**config.mk**
```make
export PLATFORM = sky130hd
export DESIGN_NAME = mem_arbiter_flat
export DESIGN_NICKNAME = d
export VERILOG_FILES = /design/src/rtl/mem_arbiter_if.sv /design/src/rtl/mem_arbiter.sv /design/src/flat_wrapper.sv
export SDC_FILE = /design/constraint.sdc
export NUM_CORES = 1
export LEC_CHECK = 0
export ABC_AREA = 1
export BUFFER_PORTS_ARGS = -buffer_cell sky130_fd_sc_hd__buf_4
export CAP_MARGIN = 25
export CORE_ASPECT_RATIO = 1.1
export CORE_MARGIN = 10
export CORE_UTILIZATION = 51
export CTS_CLUSTER_SIZE = 10
export DETAILED_ROUTE_END_ITERATION = 16
export PLACE_DENSITY = 0.88
export RECOVER_POWER = 25
export SLEW_MARGIN = 20
export SYNTH_ARGS = -nofsm -noshare
export SYNTH_HDL_FRONTEND = slang
export SYNTH_SLANG_ARGS = --single-unit
```
**constraint.sdc**
```tcl
create_clock -name clk -period 2.3 [get_ports clk]
set_clock_uncertainty 0.1 [all_clocks]
set_input_delay 0.345 -clock clk [delete_from_list [all_inputs] [get_ports clk]]
set_output_delay 0.345 -clock clk [all_outputs]
set_load 0.01 [all_outputs]
```
**src/rtl/mem_arbiter_if.sv**
```systemverilog
// -----------------------------------------------------------------------------
// mem_arbiter_if
//   Main-memory bus between the cache-miss arbiter and a pipelined memory.
//   The memory accepts one access on every cycle mem_en=1 (no backpressure)
//   and returns read data in issue order, one mem_rvalid per read.
//
//   mem_en      arbiter -> memory  access this cycle
//   mem_wr      arbiter -> memory  access is a write (qualified by mem_en)
//   mem_addr    arbiter -> memory  byte address, bit 0 always 0
//   mem_wdata   arbiter -> memory  write data
//   mem_rdata   memory  -> arbiter read return data
//   mem_rvalid  memory  -> arbiter mem_rdata valid
//
//   Modports: master = arbiter side, slave = memory side.
// -----------------------------------------------------------------------------
interface mem_arbiter_if #(
  parameter int ADDR_W = 16,
  parameter int DATA_W = 16
);
  logic              mem_en;
  logic              mem_wr;
  logic [ADDR_W-1:0] mem_addr;
  logic [DATA_W-1:0] mem_wdata;
  logic [DATA_W-1:0] mem_rdata;
  logic              mem_rvalid;

  modport master (
    output mem_en,
    output mem_wr,
    output mem_addr,
    output mem_wdata,
    input  mem_rdata,
    input  mem_rvalid
  );

  modport slave (
    input  mem_en,
    input  mem_wr,
    input  mem_addr,
    input  mem_wdata,
    output mem_rdata,
    output mem_rvalid
  );
endinterface

```
**src/rtl/mem_arbiter.sv**
```systemverilog
// -----------------------------------------------------------------------------
// mem_arbiter
//   Shares one pipelined main memory between the I-cache miss path, the
//   D-cache miss path and the D-side write-through store path. One
//   transaction at a time: a miss becomes an 8-word line fill, a store a
//   single-word write. D-side traffic wins arbitration; an aging flag
//   promotes a waiting I-side miss so it cannot starve.
//
//   clk, rst_n                 clock, asynchronous active-low reset
//   i_miss_req/i_miss_addr     I line-fill request (held until i_fill_done)
//   d_miss_req/d_miss_addr     D line-fill request (held until d_fill_done)
//   d_wr_req/addr/data         store request (held until d_wr_done)
//   mem                        memory bus (mem_arbiter_if.master)
//   fill_data/fill_word        returned word and its index within the line
//   i_fill_we/d_fill_we        write strobe into the granted cache's line
//   i_fill_done/d_fill_done    pulse with the 8th returned word
//   d_wr_done                  pulse in the cycle the store is issued
//   busy                       arbiter not idle
// -----------------------------------------------------------------------------
module mem_arbiter #(
  parameter int ADDR_W = 16
) (
  input  logic              clk,
  input  logic              rst_n,

  input  logic              i_miss_req,
  input  logic [ADDR_W-1:0] i_miss_addr,
  input  logic              d_miss_req,
  input  logic [ADDR_W-1:0] d_miss_addr,
  input  logic              d_wr_req,
  input  logic [ADDR_W-1:0] d_wr_addr,
  input  logic [15:0]       d_wr_data,

  mem_arbiter_if.master     mem,

  output logic [15:0]       fill_data,
  output logic [2:0]        fill_word,
  output logic              i_fill_we,
  output logic              d_fill_we,
  output logic              i_fill_done,
  output logic              d_fill_done,
  output logic              d_wr_done,
  output logic              busy
);

  localparam int LINE_WORDS = 8;
  localparam logic [2:0] LAST_WORD = 3'(LINE_WORDS - 1);
  localparam logic [ADDR_W-1:0] LINE_MASK = {{(ADDR_W-4){1'b1}}, 4'b0000};
  localparam logic [ADDR_W-1:0] WORD_MASK = {{(ADDR_W-1){1'b1}}, 1'b0};

  typedef enum logic [1:0] {
    IDLE       = 2'd0,
    WRITE      = 2'd1,
    FILL_ISSUE = 2'd2,
    FILL_DRAIN = 2'd3
  } state_t;

  state_t            state;
  logic              gnt_d_q;      // current fill belongs to the D side
  logic [ADDR_W-1:0] base_q;       // line base address of the current fill
  logic [2:0]        issue_cnt;    // index of the word on the bus
  logic              issue_last_q; // word on the bus is the last of the line
  logic [2:0]        recv_cnt;     // index of the next word to return
  logic              recv_last_q;  // next return is the last of the line
  logic              age_i;        // I miss was passed over by a D grant

  logic              mem_en_q;
  logic              mem_wr_q;
  logic [ADDR_W-1:0] mem_addr_q;
  logic [15:0]       mem_wdata_q;
  logic              wr_done_q;

  // ---------------------------------------------------------------------------
  // Grant selection, only consulted in IDLE.
  // ---------------------------------------------------------------------------
  logic              gnt_wr;
  logic              gnt_dm;
  logic              gnt_im;
  logic [ADDR_W-1:0] line_addr;

  // NOTE: every always_comb output gets a default first, so no path can
  // leave a value held and infer a latch.
  always_comb begin
    gnt_wr = 1'b0;
    gnt_dm = 1'b0;
    gnt_im = 1'b0;
    if (i_miss_req && age_i) gnt_im = 1'b1;
    else if (d_wr_req)       gnt_wr = 1'b1;
    else if (d_miss_req)     gnt_dm = 1'b1;
    else if (i_miss_req)     gnt_im = 1'b1;
  end

  assign line_addr = (gnt_dm ? d_miss_addr : i_miss_addr) & LINE_MASK;

  // ---------------------------------------------------------------------------
  // Receive side: returns are only meaningful while a fill is outstanding;
  // stray mem_rvalid in IDLE or WRITE is dropped here.
  // ---------------------------------------------------------------------------
  logic recv_fire;
  logic recv_done;

  assign recv_fire = mem.mem_rvalid && (state == FILL_ISSUE || state == FILL_DRAIN);
  assign recv_done = recv_fire && recv_last_q;

  // ---------------------------------------------------------------------------
  // Control FSM with registered bus outputs.
  // ---------------------------------------------------------------------------
  // NOTE: sequential state uses non-blocking assignments so every flop
  // samples pre-edge values regardless of statement order.
  always_ff @(posedge clk or negedge rst_n) begin
    if (!rst_n) begin
      state        <= IDLE;
      gnt_d_q      <= 1'b0;
      base_q       <= '0;
      issue_cnt    <= '0;
      issue_last_q <= 1'b0;
      recv_cnt     <= '0;
      recv_last_q  <= 1'b0;
      age_i        <= 1'b0;
      mem_en_q     <= 1'b0;
      mem_wr_q     <= 1'b0;
      mem_addr_q   <= '0;
      mem_wdata_q  <= '0;
      wr_done_q    <= 1'b0;
    end else begin
      case (state)
        IDLE: begin
          if (gnt_wr) begin
            state       <= WRITE;
            mem_en_q    <= 1'b1;
            mem_wr_q    <= 1'b1;
            mem_addr_q  <= d_wr_addr & WORD_MASK;
            mem_wdata_q <= d_wr_data;
            wr_done_q   <= 1'b1;
            if (i_miss_req) age_i <= 1'b1;
          end else if (gnt_dm || gnt_im) begin
            state        <= FILL_ISSUE;
            gnt_d_q      <= gnt_dm;
            base_q       <= line_addr;
            issue_cnt    <= '0;
            issue_last_q <= 1'b0;
            recv_cnt     <= '0;
            recv_last_q  <= 1'b0;
            mem_en_q     <= 1'b1;
            mem_wr_q     <= 1'b0;
            mem_addr_q   <= line_addr;
            // A D grant over a waiting I miss ages it; an I grant clears it.
            age_i        <= gnt_dm ? (age_i | i_miss_req) : 1'b0;
          end
        end

        WRITE: begin
          state       <= IDLE;
          mem_en_q    <= 1'b0;
          mem_wr_q    <= 1'b0;
          mem_addr_q  <= '0;
          mem_wdata_q <= '0;
          wr_done_q   <= 1'b0;
        end

        FILL_ISSUE: begin
          if (issue_last_q) begin
            state      <= FILL_DRAIN;
            mem_en_q   <= 1'b0;
            mem_addr_q <= '0;
          end else begin
            issue_cnt    <= issue_cnt + 3'd1;
            issue_last_q <= (issue_cnt == LAST_WORD - 3'd1);
            // Base is line aligned, so OR-ing in the word offset is an add.
            mem_addr_q   <= base_q | {{(ADDR_W-4){1'b0}}, issue_cnt + 3'd1, 1'b0};
          end
        end

        FILL_DRAIN: begin
          // Only the receive side below makes progress here.
        end

        default: state <= IDLE;
      endcase

      if (recv_fire) begin
        recv_cnt    <= recv_cnt + 3'd1;
        recv_last_q <= (recv_cnt == LAST_WORD - 3'd1);
        if (recv_done) begin
          // Leaving the fill states is what stops recv_cnt reaching a 9th word.
          state       <= IDLE;
          recv_cnt    <= '0;
          recv_last_q <= 1'b0;
          mem_en_q    <= 1'b0;
          mem_addr_q  <= '0;
        end
      end
    end
  end

  // ---------------------------------------------------------------------------
  // Outputs
  // ---------------------------------------------------------------------------
  assign mem.mem_en    = mem_en_q;
  assign mem.mem_wr    = mem_wr_q;
  assign mem.mem_addr  = mem_addr_q;
  assign mem.mem_wdata = mem_wdata_q;

  // Fill outputs are combinational from mem_rvalid so the cache sees each
  // word in its return cycle; they read zero whenever nothing is received.
  assign fill_data   = recv_fire ? mem.mem_rdata : 16'h0000;
  assign fill_word   = recv_fire ? recv_cnt : 3'd0;
  assign i_fill_we   = recv_fire && !gnt_d_q;
  assign d_fill_we   = recv_fire &&  gnt_d_q;
  assign i_fill_done = recv_done && !gnt_d_q;
  assign d_fill_done = recv_done &&  gnt_d_q;
  assign d_wr_done   = wr_done_q;
  assign busy        = (state != IDLE);

endmodule

```
**src/flat_wrapper.sv**
```systemverilog
// flat-port wrapper written by rule: the top's interface ports become plain ports
module mem_arbiter_flat 
#(
  parameter int ADDR_W = 16
)
  (clk, rst_n, i_miss_req, i_miss_addr, d_miss_req, d_miss_addr, d_wr_req, d_wr_addr, d_wr_data, fill_data, fill_word, i_fill_we, d_fill_we, i_fill_done, d_fill_done, d_wr_done, busy, mem_mem_en, mem_mem_wr, mem_mem_addr, mem_mem_wdata, mem_mem_rdata, mem_mem_rvalid);
  mem_arbiter_if #(.ADDR_W(ADDR_W)) mem_i ();
  input  logic clk;
  input  logic rst_n;
  input  logic i_miss_req;
  input  logic [ADDR_W-1:0] i_miss_addr;
  input  logic d_miss_req;
  input  logic [ADDR_W-1:0] d_miss_addr;
  input  logic d_wr_req;
  input  logic [ADDR_W-1:0] d_wr_addr;
  input  logic [15:0] d_wr_data;
  output logic [15:0] fill_data;
  output logic [2:0] fill_word;
  output logic i_fill_we;
  output logic d_fill_we;
  output logic i_fill_done;
  output logic d_fill_done;
  output logic d_wr_done;
  output logic busy;
  output wire logic [$bits(mem_i.mem_en)-1:0] mem_mem_en;
  output wire logic [$bits(mem_i.mem_wr)-1:0] mem_mem_wr;
  output wire logic [$bits(mem_i.mem_addr)-1:0] mem_mem_addr;
  output wire logic [$bits(mem_i.mem_wdata)-1:0] mem_mem_wdata;
  input wire logic [$bits(mem_i.mem_rdata)-1:0] mem_mem_rdata;
  input wire logic [$bits(mem_i.mem_rvalid)-1:0] mem_mem_rvalid;
  assign mem_mem_en = mem_i.mem_en;
  assign mem_mem_wr = mem_i.mem_wr;
  assign mem_mem_addr = mem_i.mem_addr;
  assign mem_mem_wdata = mem_i.mem_wdata;
  assign mem_i.mem_rdata = mem_mem_rdata;
  assign mem_i.mem_rvalid = mem_mem_rvalid;
  mem_arbiter #(.ADDR_W(ADDR_W)) u_core (.clk(clk), .rst_n(rst_n), .i_miss_req(i_miss_req), .i_miss_addr(i_miss_addr), .d_miss_req(d_miss_req), .d_miss_addr(d_miss_addr), .d_wr_req(d_wr_req), .d_wr_addr(d_wr_addr), .d_wr_data(d_wr_data), .mem(mem_i), .fill_data(fill_data), .fill_word(fill_word), .i_fill_we(i_fill_we), .d_fill_we(d_fill_we), .i_fill_done(i_fill_done), .d_fill_done(d_fill_done), .d_wr_done(d_wr_done), .busy(busy));
endmodule
```
---- After elaboration in Yosys (flattened, before gate mapping) ----
Cells that the tools add are included.
storage, ports and cells
  flip-flop bits (word level) ............. 59
  output and inout bits ................... 59
  logic and storage cells ................. 108
cells by class
  add/sub/neg operators ................... 2
  equality and inequality tests ........... 12
  mux-type cells .......................... 54
  bitwise operators ....................... 3
  reduce and logical (&&, ||, !) cells .... 24
operators by type and width
  cell                                           count
  two-way mux 16 bit                             8
  one-hot mux 16 bit (3 select lines)            1
  one-hot mux 16 bit (2 select lines)            1
  two-way mux 1 bit                              26
  two-way mux 3 bit                              7
  OR 16 x 4 -> 16 bit                            1
  AND reduction 3 bit                            4
  nonzero test 2 bit                             6
  two-way mux 2 bit                              5
  != test 2 bit, second input constant           4
  logical AND 1 bit                              7
  adder 3 x 1 -> 3 bit, second input constant    2
  == test 3 bit, second input constant           2
  one-hot mux 1 bit (2 select lines)             3
  one-hot mux 2 bit (3 select lines)             1
  one-hot mux 3 bit (2 select lines)             1
  == test 2 bit, second input constant           2
  != test 2 x 1 -> 1 bit, second input constant  2
  AND reduction 2 bit                            2
  AND reduction 4 bit                            1
  != test 3 x 1 -> 1 bit, second input constant  1
  one-hot mux 1 bit (3 select lines)             1
  == test 2 x 1 -> 1 bit, second input constant  1
  zero test 2 bit                                1
  other kinds (4)                                5

---- Longest topological paths before layout ----
  depth in word-level cells ............... 10
  mapped depth ............................ 9

---- Worst setup path before layout ----
Ideal clock, no wire load.
  path type ............................... reg-to-output
  start ................................... reg u_core.state[1]
  end ..................................... out d_fill_done
  arrival time ............................ 1,187 ps
  required time ........................... 1,855 ps
  slack ................................... 668 ps
  cell stages (with the launch flop) ...... 6
  path buffers ............................ 1
  cell sequence ........................... dfrtp_1 > nand2_1 > nor2_4 > inv_1 > buf_6 > nor2_1
on the way
  longest elaborated chain between the ends .. 5
RTL lines
  what                      RTL line            source
  start: declaration        mem_arbiter.sv:58   state_t state;
  start signal: assignment  mem_arbiter.sv:112  state <= IDLE;
  start signal: assignment  mem_arbiter.sv:129  state <= WRITE;
  start signal: assignment  mem_arbiter.sv:137  state <= FILL_ISSUE;
  == test 2 bit             mem_arbiter.sv:102  assign recv_fire = mem.mem_rvalid && (state == FILL_ISSUE || state == FILL_DRAIN);
  logical OR 1 bit *        mem_arbiter.sv:102
  logical AND 1 bit *       mem_arbiter.sv:102
  logical AND 1 bit *       mem_arbiter.sv:103  assign recv_done = recv_fire && recv_last_q;
  logical AND 1 bit *       mem_arbiter.sv:211  assign d_fill_done = recv_done && gnt_d_q;
  end: declaration          flat_wrapper.sv:22  output logic d_fill_done;
Mark *: on every way between the ends. The rest lies on a longest branch, timed or not.

---- Worst setup path after layout ----
Ends and elaborated chain as after synthesis.

==> reports/qor.csv <==
metric;value;unit
first-pass GRT wire length;15990;um
Gate Count Post-Synth;439;
Period minus WS final;2.063;ns
main combinational cell family by area after synthesis;simple AND/OR/NAND/NOR gates;
Critical Path Fanout Max;8;
placed cell count;641;
worst min-delay path category;in -> reg;
mean instance size in the synthesized netlist;7.342;um2
maximum number of pins on one net before global-route repair;60;
Synth Net Count;529;
CTS Sinks;59;
total global routing track utilization;0.2036;
area of the die;9903;um2
clock edge transition at the registers on the reported setup and hold paths;0.07;ns
number of antenna diodes;0;
clock insertion delay at the later pin of the skew report;0.35;ns
share of the synthesized area in the top cell type;0.4581;
maximum capacitance violations;0;
Clock Tree Buf Depth;2;
Final #Nets;664;
highest clock frequency the design can meet;484.7;MHz
Final Max Tran Viols;0;
Hold Crit Start;d_wr_data[14];
worst reg-to-reg path cell count;7;
fraction of synthesized cell area in xor and xnor cells;0.002717;
highest-count cells in the layout ignoring fill and taps;buf_4, nand2_1, inv_1, dfrtp_1, nor2_1;
final setup fails;0;
area overhead of the layout relative to synthesis;36.84;%
dominant cells by area after synthesis;dfrtp_1, nand2_1, inv_1;
initial core utilization;0.5236;
Num CTS Buffers;9;
core area;6156;um2
Chip Width;95.80;um
largest area contributor in the netlist;dfrtp_1;
weighted congestion at the end of routability-driven global placement;0.8600;
number of primary I/O pins;145;
reported leakage power;2.334;nW
share of layout cells above drive strength 1;0.2439;
required time reported for the critical path endpoint;1.86;ns
compound-gate portion of the synthesized area;0.1405;
count of TritonRoute iterations in the first routing pass;4;
die boundary height;103.4;um
Iteration-0 DRC Markers;200;
IR drop worst, VDD;0.0006097;V
Final HPWL DP;7656;um
input/output buffers;135;
vias after detailed routing;3411;
RSZ-0062 raised after global routing;false;
initial antenna violation count;0;
Adder-Cell Fraction of Synth Area;0.01553;
kind of capture point of the worst setup path;output pin;
post-synthesis sequential area ratio;0.4581;
worst hold slack across all endpoints;0.1061;ns
cell area after placement;4274;um2
vias in the first global route;3567;
total count of hold-check failures in the final report;0;
end point of the worst hold path;u_core.mem.mem_wdata[14];
detail-routed net length per standard cell;15.42;um
routed via count divided by cell count;5.184;
count of warnings emitted by yosys;0;
status;finished clean;
data arrival time at the worst-slack endpoint;1.62;ns
mux contribution to synthesized area;0;
Residual DRC;0;
most common library cell in the layout ignoring fill and taps;buf_4;
share of synthesized cell area in and, or, nand and nor gates;0.2578;
clock tree from TritonCTS;done;
post-layout worst setup margin;0.2368;ns
sum of routed wire length over all layers;10140;um
Worst Hold Depth;3;
num rows;30;
setup_tns;0;ns
aggregate global routing overflow;0;
Critical R2R Launch;u_core.age_i;
kind of critical path;reg -> out;
nature of the critical path startpoint;flop;
Slew HR;0.01691;
total power density per cell area;1216;nW/um2
Antenna Violating Nets Remaining;0;
master cell of the clock root buffer;clkbuf_8;
Crit Reg-Reg Endpoint;u_core.mem.mem_addr[2];
Cell Count, Final, Fillers Out;658;
Max H-tree Level;3;
area of the mapped netlist;3223;um2
Final period util;0.8971;
post-synthesis register bit count;59;
Final Instance Area;4410;um2
Distinct cells, synth;24;
worst setup slack before clock tree synthesis;0.3556;ns
actual transition at the worst max-transition pin;1.475;ns
worst-case register-to-register setup slack;0.41;ns
[registers in the layout, summed over array words and instances, names as in the netlist]
signal / count
u_core.d_wr_done: 1
u_core.issue_last_q: 1
u_core.mem.mem_wr: 1
u_core.gnt_d_q: 1
u_core.mem.mem_addr: 16
u_core.state: 2
u_core.recv_cnt: 3
u_core.mem.mem_en: 1
u_core.age_i: 1
u_core.base_q: 12
u_core.issue_cnt: 3
u_core.recv_last_q: 1
u_core.mem.mem_wdata: 16
[stage by stage]
| stage | total power [mW] | util |
|---|---|---|
| 2_1_floorplan | 3.368 | - |
| 3_3_place_gp | 4.346 | 0.6943 |
| 3_5_place_dp | 4.488 | 0.6943 |
| 4_1_cts | 5.547 | 0.7309 |
| 5_1_grt | 5.784 | 0.7165 |
| 6_report | 5.363 | 0.7165 |
[worst max-delay path: stages, from the launching register on]
cell	delay, ns
dfrtp_1	0.49
nand2_1	0.16
nor2_4	0.23
clkinvlp_4	0.18
nor2_1	0.10
buf_4	0.13
[repair_timing]
| item | in CTS | in global routing |
|---|---|---|
| setup endpoints to repair | 0 | 2 |
| buffers inserted | 0 | 1 |
| resized for setup | 0 | 1 |
| endpoints found under the hold margin | 25 | 0 |
| hold buffers | 1 | 0 |
[routing by layer]
layer  vias to the layer above  wire [um]  global-route usage
met2                       169       5021              0.3530
met1                      1563       3786              0.2163
met3                        32        958             0.05921
met4                         0        377              0.1146
li1                       1647          -                   -
met5                         -          0                   0
[report_power, final]
| part | internal, mW | switching, mW | leakage [nW] |
|---|---|---|---|
| combinational | 0.965 | 1.47 | 1.49 |
| sequential | 1.54 | 0.334 | 0.739 |
| clock | 0.629 | 0.425 | 0.108 |
| total | 3.13 | 2.23 | 2.33 |
[cell usage after synthesis]
| library cell | instances |
|---|---|
| a21oi_1 | 31 |
| nand3_2 | 1 |
| a31oi_1 | 2 |
| ha_1 | 4 |
| o21ai_0 | 35 |
| buf_4 | 2 |
| dfrtp_1 | 59 |
| nor2_1 | 52 |
| inv_2 | 2 |
| o21a_1 | 11 |
| buf_1 | 1 |
| o22ai_1 | 3 |
| buf_2 | 4 |
| buf_6 | 3 |
| nand4_1 | 13 |
| clkbuf_2 | 1 |
| nand3_1 | 29 |
| nand2_2 | 2 |
| a21oi_2 | 1 |
| inv_1 | 77 |
| nor2_4 | 3 |
| clkbuf_1 | 8 |
| nand2_1 | 94 |
| xnor2_1 | 1 |
[logic make-up (layout without fill, tap and decap cells)]
logic type               count (synthesis)  count (layout)
AO/OA/AOI/OAI                           83              83
XOR/XNOR                                 1               1
adder cells (fa/ha/maj)                  4               4
buffers and inverters                   98             237
flip-flops                              59              59
AND/OR/NAND/NOR                        194             194
[how the worst max path moves through the flow]
stage	startpoint	endpoint	slack, ns	cells after the start
after floorplan	u_core.state[1]	d_fill_done	0.67	5
after global placement	i_miss_req	u_core.mem.mem_addr[14]	0.41	9
after detailed placement	i_miss_req	u_core.mem.mem_addr[2]	0.36	8
after CTS	u_core.state[1]	d_fill_done	0.12	5
after global routing	rst_n	u_core.mem.mem_addr[14]	0.08	2
final	u_core.state[1]	d_fill_done	0.24	5
[layout make-up]
cell class	instances	area (um2)
Tap cell	80	100.1
Multi-Input combinational cell	282	1343
Inverter	79	300.3
Clock inverter	5	77.57
Sequential cell	59	1476
Clock buffer	10	137.6
Fill cell	492	1745
Timing Repair Buffer	143	975.9
Note: power is estimated with default switching activity, not from simulation.
